### src/rtl/booth_mult_seq.sv
// Sequential radix-4 Booth multiplier for the ALU multdiv path.
// Operands are widened by two bits, so a single signed datapath serves both signed and unsigned modes.
module booth_mult_seq #(
  parameter int WIDTH = 32
) (
  input  logic                 clock,
  input  logic                 reset_n,
  input  logic                 ctrl_MULT,
  input  logic                 ctrl_signed,
  input  logic [WIDTH-1:0]     data_operandA,
  input  logic [WIDTH-1:0]     data_operandB,
  output logic [2*WIDTH-1:0]   result,
  output logic                 data_resultRDY,
  output logic                 data_exception,
  output logic                 busy
);

  localparam int W2 = WIDTH + 2;
  localparam int N  = W2 / 2;
  localparam int CW = $clog2(N + 1);
  localparam int HW = W2 + 2;

  generate
    if (WIDTH < 4 || (WIDTH % 2) != 0) begin : g_bad_width
      $error("booth_mult_seq: WIDTH must be even and >= 4");
    end
  endgenerate

  typedef enum logic [1:0] {IDLE, RUN, DONE} state_t;

  state_t            state_q, state_d;
  logic [W2-1:0]     mcand_q;
  logic [W2-1:0]     mplier_q;
  logic              bm1_q;
  logic [HW-1:0]     acc_q;
  logic [CW-1:0]     cnt_q;
  logic              signed_q;
  logic              load;

  logic [W2-1:0]     ext_a, ext_b;
  logic [HW-1:0]     a_ext, a2, digit, sum;
  logic [2*WIDTH-1:0] prod;
  logic              exc_s, exc_u;

  always_ff @(posedge clock or negedge reset_n) begin
    if (!reset_n) state_q <= IDLE;
    else          state_q <= state_d;
  end

  // A new operation is accepted from IDLE or from DONE (back-to-back); RUN ignores requests.
  always_comb begin
    state_d = state_q;
    load    = 1'b0;
    case (state_q)
      IDLE: begin
        if (ctrl_MULT) begin
          state_d = RUN;
          load    = 1'b1;
        end
      end
      RUN: begin
        if (cnt_q == CW'(N - 1)) state_d = DONE;
      end
      DONE: begin
        load    = ctrl_MULT;
        state_d = ctrl_MULT ? RUN : IDLE;
      end
      default: state_d = IDLE;
    endcase
  end

  assign busy = (state_q == RUN);

  assign ext_a = ctrl_signed ? {{2{data_operandA[WIDTH-1]}}, data_operandA} : {2'b00, data_operandA};
  assign ext_b = ctrl_signed ? {{2{data_operandB[WIDTH-1]}}, data_operandB} : {2'b00, data_operandB};

  assign a_ext = {{2{mcand_q[W2-1]}}, mcand_q};
  assign a2    = a_ext << 1;

  always_comb begin
    digit = '0;
    case ({mplier_q[1:0], bm1_q})
      3'b001, 3'b010: digit = a_ext;
      3'b011:         digit = a2;
      3'b100:         digit = -a2;
      3'b101, 3'b110: digit = -a_ext;
      default:        digit = '0;
    endcase
  end

  assign sum = acc_q + digit;

  // After N shifts the multiplier register holds the low W2 product bits and acc_q the rest.
  assign prod  = {acc_q[2*WIDTH-W2-1:0], mplier_q};
  assign exc_s = !((&prod[2*WIDTH-1:WIDTH-1]) || !(|prod[2*WIDTH-1:WIDTH-1]));
  assign exc_u = |prod[2*WIDTH-1:WIDTH];

  always_ff @(posedge clock or negedge reset_n) begin
    if (!reset_n) begin
      mcand_q        <= '0;
      mplier_q       <= '0;
      bm1_q          <= 1'b0;
      acc_q          <= '0;
      cnt_q          <= '0;
      signed_q       <= 1'b0;
      result         <= '0;
      data_exception <= 1'b0;
      data_resultRDY <= 1'b0;
    end else begin
      data_resultRDY <= 1'b0;
      if (state_q == DONE) begin
        result         <= prod;
        data_exception <= signed_q ? exc_s : exc_u;
        data_resultRDY <= 1'b1;
      end
      if (load) begin
        mcand_q  <= ext_a;
        mplier_q <= ext_b;
        bm1_q    <= 1'b0;
        acc_q    <= '0;
        cnt_q    <= '0;
        signed_q <= ctrl_signed;
      end else if (state_q == RUN) begin
        acc_q    <= {{2{sum[HW-1]}}, sum[HW-1:2]};
        mplier_q <= {sum[1:0], mplier_q[W2-1:2]};
        bm1_q    <= mplier_q[1];
        cnt_q    <= cnt_q + 1'b1;
      end
    end
  end

endmodule

### config.mk
export PLATFORM = sky130hd
export DESIGN_NAME = booth_mult_seq
export DESIGN_NICKNAME = d
export VERILOG_FILES = /design/src/rtl/booth_mult_seq.sv
export SDC_FILE = /design/constraint.sdc
export NUM_CORES = 1
export LEC_CHECK = 0
export BUFFER_PORTS_ARGS = -buffer_cell sky130_fd_sc_hd__buf_4
export CAP_MARGIN = 20
export CORE_MARGIN = 10
export CORE_UTILIZATION = 59
export DETAILED_ROUTE_END_ITERATION = 7
export PLACE_DENSITY = 0.8
export SYNTH_ARGS = -nofsm -noshare
export SYNTH_HDL_FRONTEND = slang
export SYNTH_SLANG_ARGS = --single-unit
### constraint.sdc
create_clock -name clock -period 4.98 [get_ports clock]
set_clock_uncertainty 0.1 [all_clocks]
set_input_delay 0.249 -clock clock [delete_from_list [all_inputs] [get_ports clock]]
set_output_delay 0.249 -clock clock [all_outputs]
set_load 0.1 [all_outputs]
==> results of run 1 <==
==> final cells by class <==
cell class,instances,share of cell area [%]
clock buffers,18,3.19
clock inverters,14,1.07
inverters,24,0.671
multi-input cells,936,45.4
flip-flops and latches,176,32.8
well taps,229,2.13
repair buffers,241,14.7
==> worst max-delay path, stage by stage (launching register included) <==
cell,delay [ps]
dfrtp_1,440
inv_1,120
ha_1,220
nor3b_4,240
nand2_1,160
nor3_2,130
buf_4,170
nand2_1,80
xnor2_1,150
o21ai_0,90
o221a_2,260
nor2_1,200
ha_1,330
a21oi_1,250
o22ai_1,120
a21oi_1,350
o2111ai_1,330
nand4_1,280
nand2_1,140
o311ai_1,370
o211ai_1,140
==> logic make-up after synthesis <==
family | synth area share, %
DFF | 40.6
AOI/OAI and AO/OA | 19.2
buffers and inverters | 3.67
adders and majority gates | 4.57
and+or+nand+nor | 19.0
xor gates and xnor gates | 4.68
muxes | 8.31
==> metrics by stage <==
step                hold WS, ps  worst slack (ps)  instances  cell area (sq um)
floorplan                  -147               775       1216              10900
global placement            230               363       1537              12100
detailed placement          225               141       1537              12100
CTS                        53.5               115       1635              13400
global route                109             -87.3       1638              13400
finish                     59.3               171       1638              13400
==> cells in the mapped netlist (4+ instances only) <==
| library cell | instances | area (sq um) |
|---|---|---|
| a211oi_1 | 7 | 52.6 |
| or3_1 | 7 | 43.8 |
| a22o_1 | 4 | 35.0 |
| a31oi_1 | 18 | 113 |
| mux2i_1 | 17 | 170 |
| a22oi_1 | 43 | 323 |
| o31a_1 | 5 | 43.8 |
| mux2_2 | 65 | 732 |
| nor3_1 | 13 | 65.1 |
| inv_1 | 22 | 82.6 |
| and3_1 | 10 | 62.6 |
| nand4_1 | 18 | 113 |
| dfrtp_1 | 176 | 4400 |
| nor2_1 | 59 | 221 |
| a21o_1 | 14 | 105 |
| nor4_2 | 4 | 50.1 |
| a32oi_1 | 5 | 43.8 |
| xnor2_1 | 34 | 298 |
| o21ai_1 | 8 | 40.0 |
| o211ai_1 | 4 | 30.0 |
| o21a_1 | 8 | 60.1 |
| a21oi_1 | 59 | 295 |
| clkbuf_1 | 64 | 240 |
| nand2_1 | 251 | 942 |
| o221ai_1 | 6 | 52.6 |
| xor2_1 | 24 | 210 |
| nor4_1 | 13 | 81.3 |
| nand3_1 | 20 | 100 |
| and2_1 | 8 | 50.1 |
| o21ai_0 | 72 | 360 |
| o32ai_1 | 4 | 35.0 |
| a221oi_1 | 10 | 87.6 |
| or2_2 | 4 | 25.0 |
| buf_1 | 12 | 45.0 |
| o31ai_1 | 8 | 60.1 |
| nand2b_1 | 9 | 56.3 |
| o22ai_1 | 10 | 62.6 |
| ha_1 | 38 | 475 |
==> state kept, by name (all words and copies together) (netlist names) <==
register	cells
acc_q	34
bm1_q	1
cnt_q	5
data_exception	1
data_resultRDY	1
mcand_q	33
mplier_q	34
result	64
signed_q	1
state_q	2
==> layer usage <==
layer | vias up | wire length (microns) | global-route usage (%)
met4 | 0 | 635 | 7.75
met1 | 4915 | 13300 | 33.5
met3 | 43 | 2810 | 6.64
met5 | - | 0 | 0
met2 | 448 | 15800 | 43.5
li1 | 4750 | - | -
==> path summary, 6_finish.rpt <==
check | from | endpoint | depth (start not counted)
min in group asynchronous | reset_n | acc_q[15] | 2
setup / recovery | mcand_q[1] | acc_q[30] | 20
hold / removal | ctrl_MULT | state_q[0] | 3
setup reg to reg | mcand_q[1] | acc_q[30] | 20
max in group asynchronous | reset_n | acc_q[30] | 3
hold reg to reg | result[1] | result[1] | 2
==> repair_timing <==
action                                 CTS  global route
setup buffers                            0             3
gates resized for setup                  0             7
endpoints found under the hold margin  145             0
setup endpoints to repair                0             8
hold buffers                            66             0
==> results_dict.tcl, run 1 <==
set metrics [dict create \
    status "finished, final reports clean" \
    cts_tree "done" \
    fin_nets 1503 \
    cts_htree_levels 4 \
    diodes 0 \
    clkLatencyLatePin_ps 440 \
    final_common_cell "nand2_1" \
    max_slew.worst_pin.slew_ps 939 \
    fmax_mhz 208 \
    hold_viol 0 \
    area_growth_pct 23.8 \
    io_buffers 134 \
    multi_input_area_sq_um 6100 \
    critPathCaptureType "register" \
    grt_pass1_wl_microns 52500 \
    initial_core_util_pct 60.2 \
    holdCritPathClass "in2reg" \
    ys_seq_elements 176 \
    rows 49 \
    synthArstFlopShare_pct 100 \
    synth-seq-area-share_pct 40.6 \
    syn_inst 1216 \
    track_usage_pct 26.4 \
    postLayoutCoreUtil_pct 74.5 \
    synth_fp_nets 1323 \
    drc 0 \
    dieArea_sq_um 24200 \
    fin_crit_ps 4810 \
    layout_common_cells "nand2_1, dfrtp_1, buf_4" \
    core_area_sq_um 18000 \
    register_area_sq_um 4410 \
    root_buffer "clkbuf_16" \
    wire_per_inst_microns 19.9 \
    globalplace.congestion 0.943 \
    drt_iter0_drc 907 \
    grt_pass1_vias 9929 \
    relSlewSlack_pct 37.4 \
    grt-ovfl-total 0 \
    cts_buffers 17 \
    clk_pin_slew_ps 80 \
    synth.avg_cell_area_sq_um 8.92 \
    die_w_microns 156 \
    synth_edf_count 0 \
    antenna_left 0 \
    grt_start_max_net_pins 82 \
    regToRegSetupSlack_ps 170 \
    cts_num_sinks 176 \
    yosysWarnings 0 \
    drv_cap 0 \
    setup_viol 0 \
    io_pins 135 \
    syn_area_sq_um 10900 \
    crit_type "reg2reg" \
    startpoint_type "register" \
    cts_max_path_buffers 2 \
    drtPass1Iterations 7 \
    vias 10200 \
    required_ps 5180 \
    fin_crit_sh_pct 96.6 \
    antenna_found_initial 0 \
    fillCellCount 1299 \
    hpwl_microns 22300 \
    worstPathMaxFanout 7 \
    routed_wl_microns 32500 \
    maxSlewViolCount 0 \
    drive_gt1_share_pct 21.3 \
    critPathArrivalTime_ps 5010 \
    synth-main-ff-cell "dfrtp_1" \
    fin_tns_setup_ps 0 \
    dieHeight_microns 156 \
    yosys.cell_types.count 76 \
    avgViaCountPerCell 6.20 \
]
Power of run 1 is left out: the tool's default activity adds up to more than one toggle a clock period on the data nets, which glitch-free logic cannot reach.
==> run 2, diff against run 1 <==
- ABC_AREA: unset -> 1
==> results_dict.tcl, run 2 <==
set metrics [dict create \
    syn_area_sq_um 10800 \
    hpwl_microns 25000 \
    crit_type "reg2reg" \
    regToRegSetupSlack_ps 540 \
    regMostFlops "result" \
    grt_start_max_net_pins 131 \
    violations "negative hold slack" \
    routed.top_layer "met4" \
    grt_pass1_vias 10700 \
    ys_top_cells_by_area "dfrtp_1, nand2_1, o21ai_0" \
    yosysTopAreaCell "dfrtp_1" \
    critical_path.most_common_cell "nand2_1" \
    syn_inst 1480 \
    setup_viol 0 \
    reg2reg_to "acc_q[19]" \
    drtPass1Iterations 6 \
    fin_nets 1759 \
    drc 0 \
    holdCritPathClass "in2reg" \
    fin_crit_sh_pct 89.2 \
    hp-start "data_operandB[15]" \
    fmax_mhz 225 \
    cts_tree "done" \
    crit_chain "nor2_1 -> nor2_1 -> nand2_1 -> clkinv_1 -> a22oi_1 -> o221ai_1 -> ha_1 -> nand2_1 -> nand3_1 -> a21oi_1 -> o21ai_1 -> a21oi_1 -> inv_1 -> nand2_1 -> nand3_1 -> o21ai_0" \
    worstPathMaxFanout 26 \
    synthArstFlopShare_pct 100 \
    startpoint_type "register" \
    max_stage_delay_ps 700 \
    routed_wl_microns 34800 \
    cts_max_path_buffers 2 \
    relSlewSlack_pct 48.9 \
    r2r_start "mplier_q[0]" \
    core_area_sq_um 18000 \
    synth-main-ff-cell "dfrtp_1" \
    wl_met1_microns 14800 \
    cts_buffers 17 \
    hold_path_end "mplier_q[15]" \
    drv_cap 0 \
    cts_setup_buffers 0 \
    cts_num_sinks 176 \
    io_pins 135 \
    netlist_top_cells_count "nand2_1, o21ai_0, inv_1, dfrtp_1, nor2_1" \
    rsz0062_at_grt "false" \
    die_w_microns 155 \
    cts_resized 0 \
    synth_top_area_share_pct 40.9 \
    vias 11000 \
    critPathCaptureType "register" \
    fin_tns_setup_ps 0 \
    path_delay_family "compound AO/OA/AOI/OAI gates" \
    rows 49 \
    wire_per_inst_microns 18.3 \
    clk_pin_slew_ps 80 \
    dieArea_sq_um 24100 \
    synth.avg_cell_area_sq_um 7.27 \
    status "complete, but fails checks" \
    met3WireLength_microns 2880 \
    layout_common_cells "nand2_1, o21ai_0, inv_1" \
    track_usage_pct 28.3 \
    antenna_found_initial 1 \
    synth_fp_nets 1587 \
    globalplace.congestion 1.00 \
    worstHoldPathCells 3 \
    yosys.cell_types.count 47 \
    fin_crit_ps 4440 \
    critPathArrivalTime_ps 4640 \
    dieHeight_microns 155 \
    ff2ff_path_depth 16 \
    avgViaCountPerCell 5.82 \
    antenna_left 0 \
    synth.most_common_cell "nand2_1" \
    route.met2.wl_microns 16100 \
    io_buffers 134 \
    initial_core_util_pct 59.9 \
    root_buffer "clkbuf_16" \
    synth-seq-area-share_pct 40.9 \
    cts_htree_levels 4 \
    ys_seq_elements 176 \
    top_regs "result x64, acc_q x34, mplier_q x34" \
    grt-ovfl-total 0 \
    largest_reg_flops 64 \
    grt_pass1_wl_microns 55400 \
    drt_iter0_drc 972 \
    required_ps 5180 \
    hold_slack_ps -31.1 \
    critPathBufInv 2 \
    cp.depth 16 \
    clkLatencyLatePin_ps 440 \
    max_slew.worst_pin.slew_ps 762 \
    yosysWarnings 0 \
    area_growth_pct 22.5 \
    hold_viol 2 \
    synth_edf_count 0 \
    maxSlewViolCount 0 \
    crit_slowest_cell "clkinv_1" \
    final_common_cell "nand2_1" \
    ctsHoldBuffers 57 \
    drive_gt1_share_pct 12.0 \
]
## run 2: per-stage QoR
| stage | hold slack [ps] | worst slack [ps] | instance area [sq um] | util (%) | cells |
|---|---|---|---|---|---|
| after global routing | 9.33 | 240 | 13200 | 73.4 | 1895 |
| after detailed placement | 244 | 560 | 12000 | 66.6 | 1803 |
| after floorplan | -147 | 1850 | 10800 | - | 1480 |
| after CTS | 2.60 | 561 | 13100 | 73.1 | 1892 |
| after global placement | 247 | 636 | 12000 | 66.6 | 1803 |
| final | -31.1 | 537 | 13200 | 73.4 | 1895 |
## run 2: layer usage
metal / vias up / track usage, %
met1: 5104 / 37.2
li1: 5293 / -
met3: 80 / 5.24
met2: 549 / 46.1
met4: 0 / 9.36
met5: - / 0
## run 2: final cells by class
type / instances / area (sq um)
multi-input combinational: 1063 / 5470
fill: 1379 / 4770
sequential: 176 / 4400
timing repair buffer: 204 / 1710
inverter: 190 / 713
clock buffer: 18 / 439
tap: 229 / 287
clock inverter: 14 / 164
antenna: 1 / 2.50
## run 2: worst reg2reg max path, cell delays in order, from the launching register on
cell and delay [ps]:
dfrtp_1 400, nor2_1 260, nor2_1 100, nand2_1 270
clkinv_1 700, a22oi_1 380, o221ai_1 240, ha_1 480
nand2_1 110, nand3_1 210, a21oi_1 160, o21ai_1 460
a21oi_1 180, inv_1 80, nand2_1 50, nand3_1 60
o21ai_0 70
## run 2: cells by family (layout without fill, tap and decap cells)
logic type	Yosys count	after routing	share of synthesized area, %
simple gates	615	615	24.4
compound gates	388	388	20.0
buf+inv	241	426	8.41
flops	176	176	40.9
fa+ha+maj	39	39	4.60
xor+xnor	21	21	1.71
other cells	0	1	0
## run 2: how the worst max path moves through the flow
stage,from,to,slack [ps]
2_1_floorplan,mcand_q[0],acc_q[22],1850
3_3_place_gp,mplier_q[0],acc_q[23],640
3_5_place_dp,mplier_q[0],acc_q[23],560
4_1_cts,mplier_q[0],acc_q[23],560
5_1_grt,mplier_q[0],acc_q[23],240
6_report,mplier_q[0],acc_q[19],540
Power of run 2 is left out for the same reason.
==> run 3, diff against run 2 <==
- CORE_ASPECT_RATIO: unset -> 1.1
==> results_dict.tcl, run 3 (same netlist as run 2, synthesis figures left out) <==
set metrics [dict create \
    track_usage_pct 28.8 \
    cts_resized 0 \
    setup_viol 0 \
    required_ps 5200 \
    grt-ovfl-total 0 \
    antenna_left 0 \
    relSlewSlack_pct 47.9 \
    fin_crit_sh_pct 80.1 \
    area_growth_pct 23.2 \
    dieHeight_microns 162 \
    critPathArrivalTime_ps 4210 \
    place_area_sq_um 12000 \
    die_w_microns 149 \
    critPathCaptureType "register" \
    fin_tns_setup_ps 0 \
    fin_crit_ps 3990 \
    drt_iter0_drc 1014 \
    clk_pin_slew_ps 80 \
    top_regs "result x64, acc_q x34, mplier_q x34" \
    largest_reg_flops 64 \
    hold_viol 0 \
    worstPathMaxFanout 22 \
    cts_buffers 17 \
    grt_pass1_vias 10600 \
    ctsHoldBuffers 60 \
    drtPass1Iterations 6 \
    dieArea_sq_um 24100 \
    startpoint_type "register" \
    avgViaCountPerCell 5.84 \
    holdCritPathClass "in2reg" \
    initial_core_util_pct 60.5 \
    drc 0 \
    top_usage_layer "met2" \
    drive_gt1_share_pct 12.2 \
    rsz0062_at_grt "false" \
    max_slew.worst_pin.slew_ps 781 \
    antenna_found_initial 1 \
    met3_usage_pct 5.48 \
    core_area_sq_um 17800 \
    layout_common_cells "nand2_1, o21ai_0, inv_1" \
    cts_tree "done" \
    grt_pass1_wl_microns 55700 \
    met1_usage_pct 37.0 \
    cts_max_path_buffers 2 \
    io_pins 135 \
    regMostFlops "result" \
    final_common_cell "nand2_1" \
    maxSlewViolCount 0 \
    vias 11100 \
    grt.met2_usage_pct 46.9 \
    fmax_mhz 251 \
    globalplace.congestion 1.09 \
    regToRegSetupSlack_ps 990 \
    postLayoutCellArea_sq_um 13300 \
    fillCellCount 1321 \
    status "finished, final reports clean" \
    root_buffer "clkbuf_16" \
    cts_num_sinks 176 \
    cts_htree_levels 4 \
    fin_nets 1764 \
    io_buffers 134 \
    hpwl_microns 25200 \
    routed_wl_microns 35500 \
    grt_start_max_net_pins 131 \
    multi_input_area_sq_um 5470 \
    rows 51 \
    register_area_sq_um 4400 \
    cts_setup_buffers 0 \
    clkLatencyLatePin_ps 450 \
    wire_per_inst_microns 18.6 \
    crit_type "reg2reg" \
    drv_cap 0 \
]
==> run 3: changes by cell type in the layout (fill, tap and decap cells not counted), sizes merged <==
| cell | before | now |
|---|---|---|
| clkinvlp | 3 | 0 |
| buf | 147 | 149 |
| dlygate4sd3 | 57 | 60 |
| inv | 194 | 195 |
| bufinv | 0 | 1 |
| clkinv | 7 | 9 |
| clkbuf | 18 | 17 |
==> run 3: final cells by class <==
class | count | share of cell area [%]
tap | 238 | 2.25
timing repair buffer | 209 | 13.2
multi-input combinational | 1063 | 41.3
sequential | 176 | 33.2
clock inverter | 15 | 1.44
antenna | 1 | 0.0189
clock buffer | 17 | 3.21
inverter | 190 | 5.38
==> run 3: path summary, 6_finish.rpt <==
path                       cells after the start        startpoint     endpoint
setup / recovery                              16       mplier_q[0]    acc_q[21]
hold / removal                                 3  data_operandB[9]  mplier_q[9]
setup reg to reg                              16       mplier_q[0]    acc_q[21]
hold reg to reg                                2        result[38]   result[38]
max in group asynchronous                      3           reset_n  mcand_q[23]
min in group asynchronous                      2           reset_n   result[16]
==> run 3: critical path, stage by stage, from the launching register on <==
cell and delay (ps):
dfrtp_1 440, nor2_1 270, nor2_1 100, nand2_1 300, clkinv_1 250, buf_4 270
a21oi_1 160, o21ai_0 210, ha_1 460, nand2_1 140, nor2_1 240, inv_1 120
nor3_1 200, a21oi_1 170, or2_1 240, nand3_1 80, o21ai_0 90
==> run 3: layer usage <==
layer,part of all wire [%],wire [microns],vias up
li1,-,-,5315
met1,42,14700,5235
met2,47,16800,504
met3,7.4,2640,91
met4,3.6,1280,0
met5,0,0,-
==> run 3: through the flow <==
step                      setup slack, ps  std cells  utilization, %  hold slack (ps)
after CTS                            1130       1906            74.2             3.50
after detailed placement             1150       1814            67.4              205
after global placement               1100       1814            67.4              198
final                                 993       1909            74.5             3.03
after global routing                  733       1909            74.5             9.78
after floorplan                      1850       1480               -             -147
Power of run 3 is left out for the same reason.
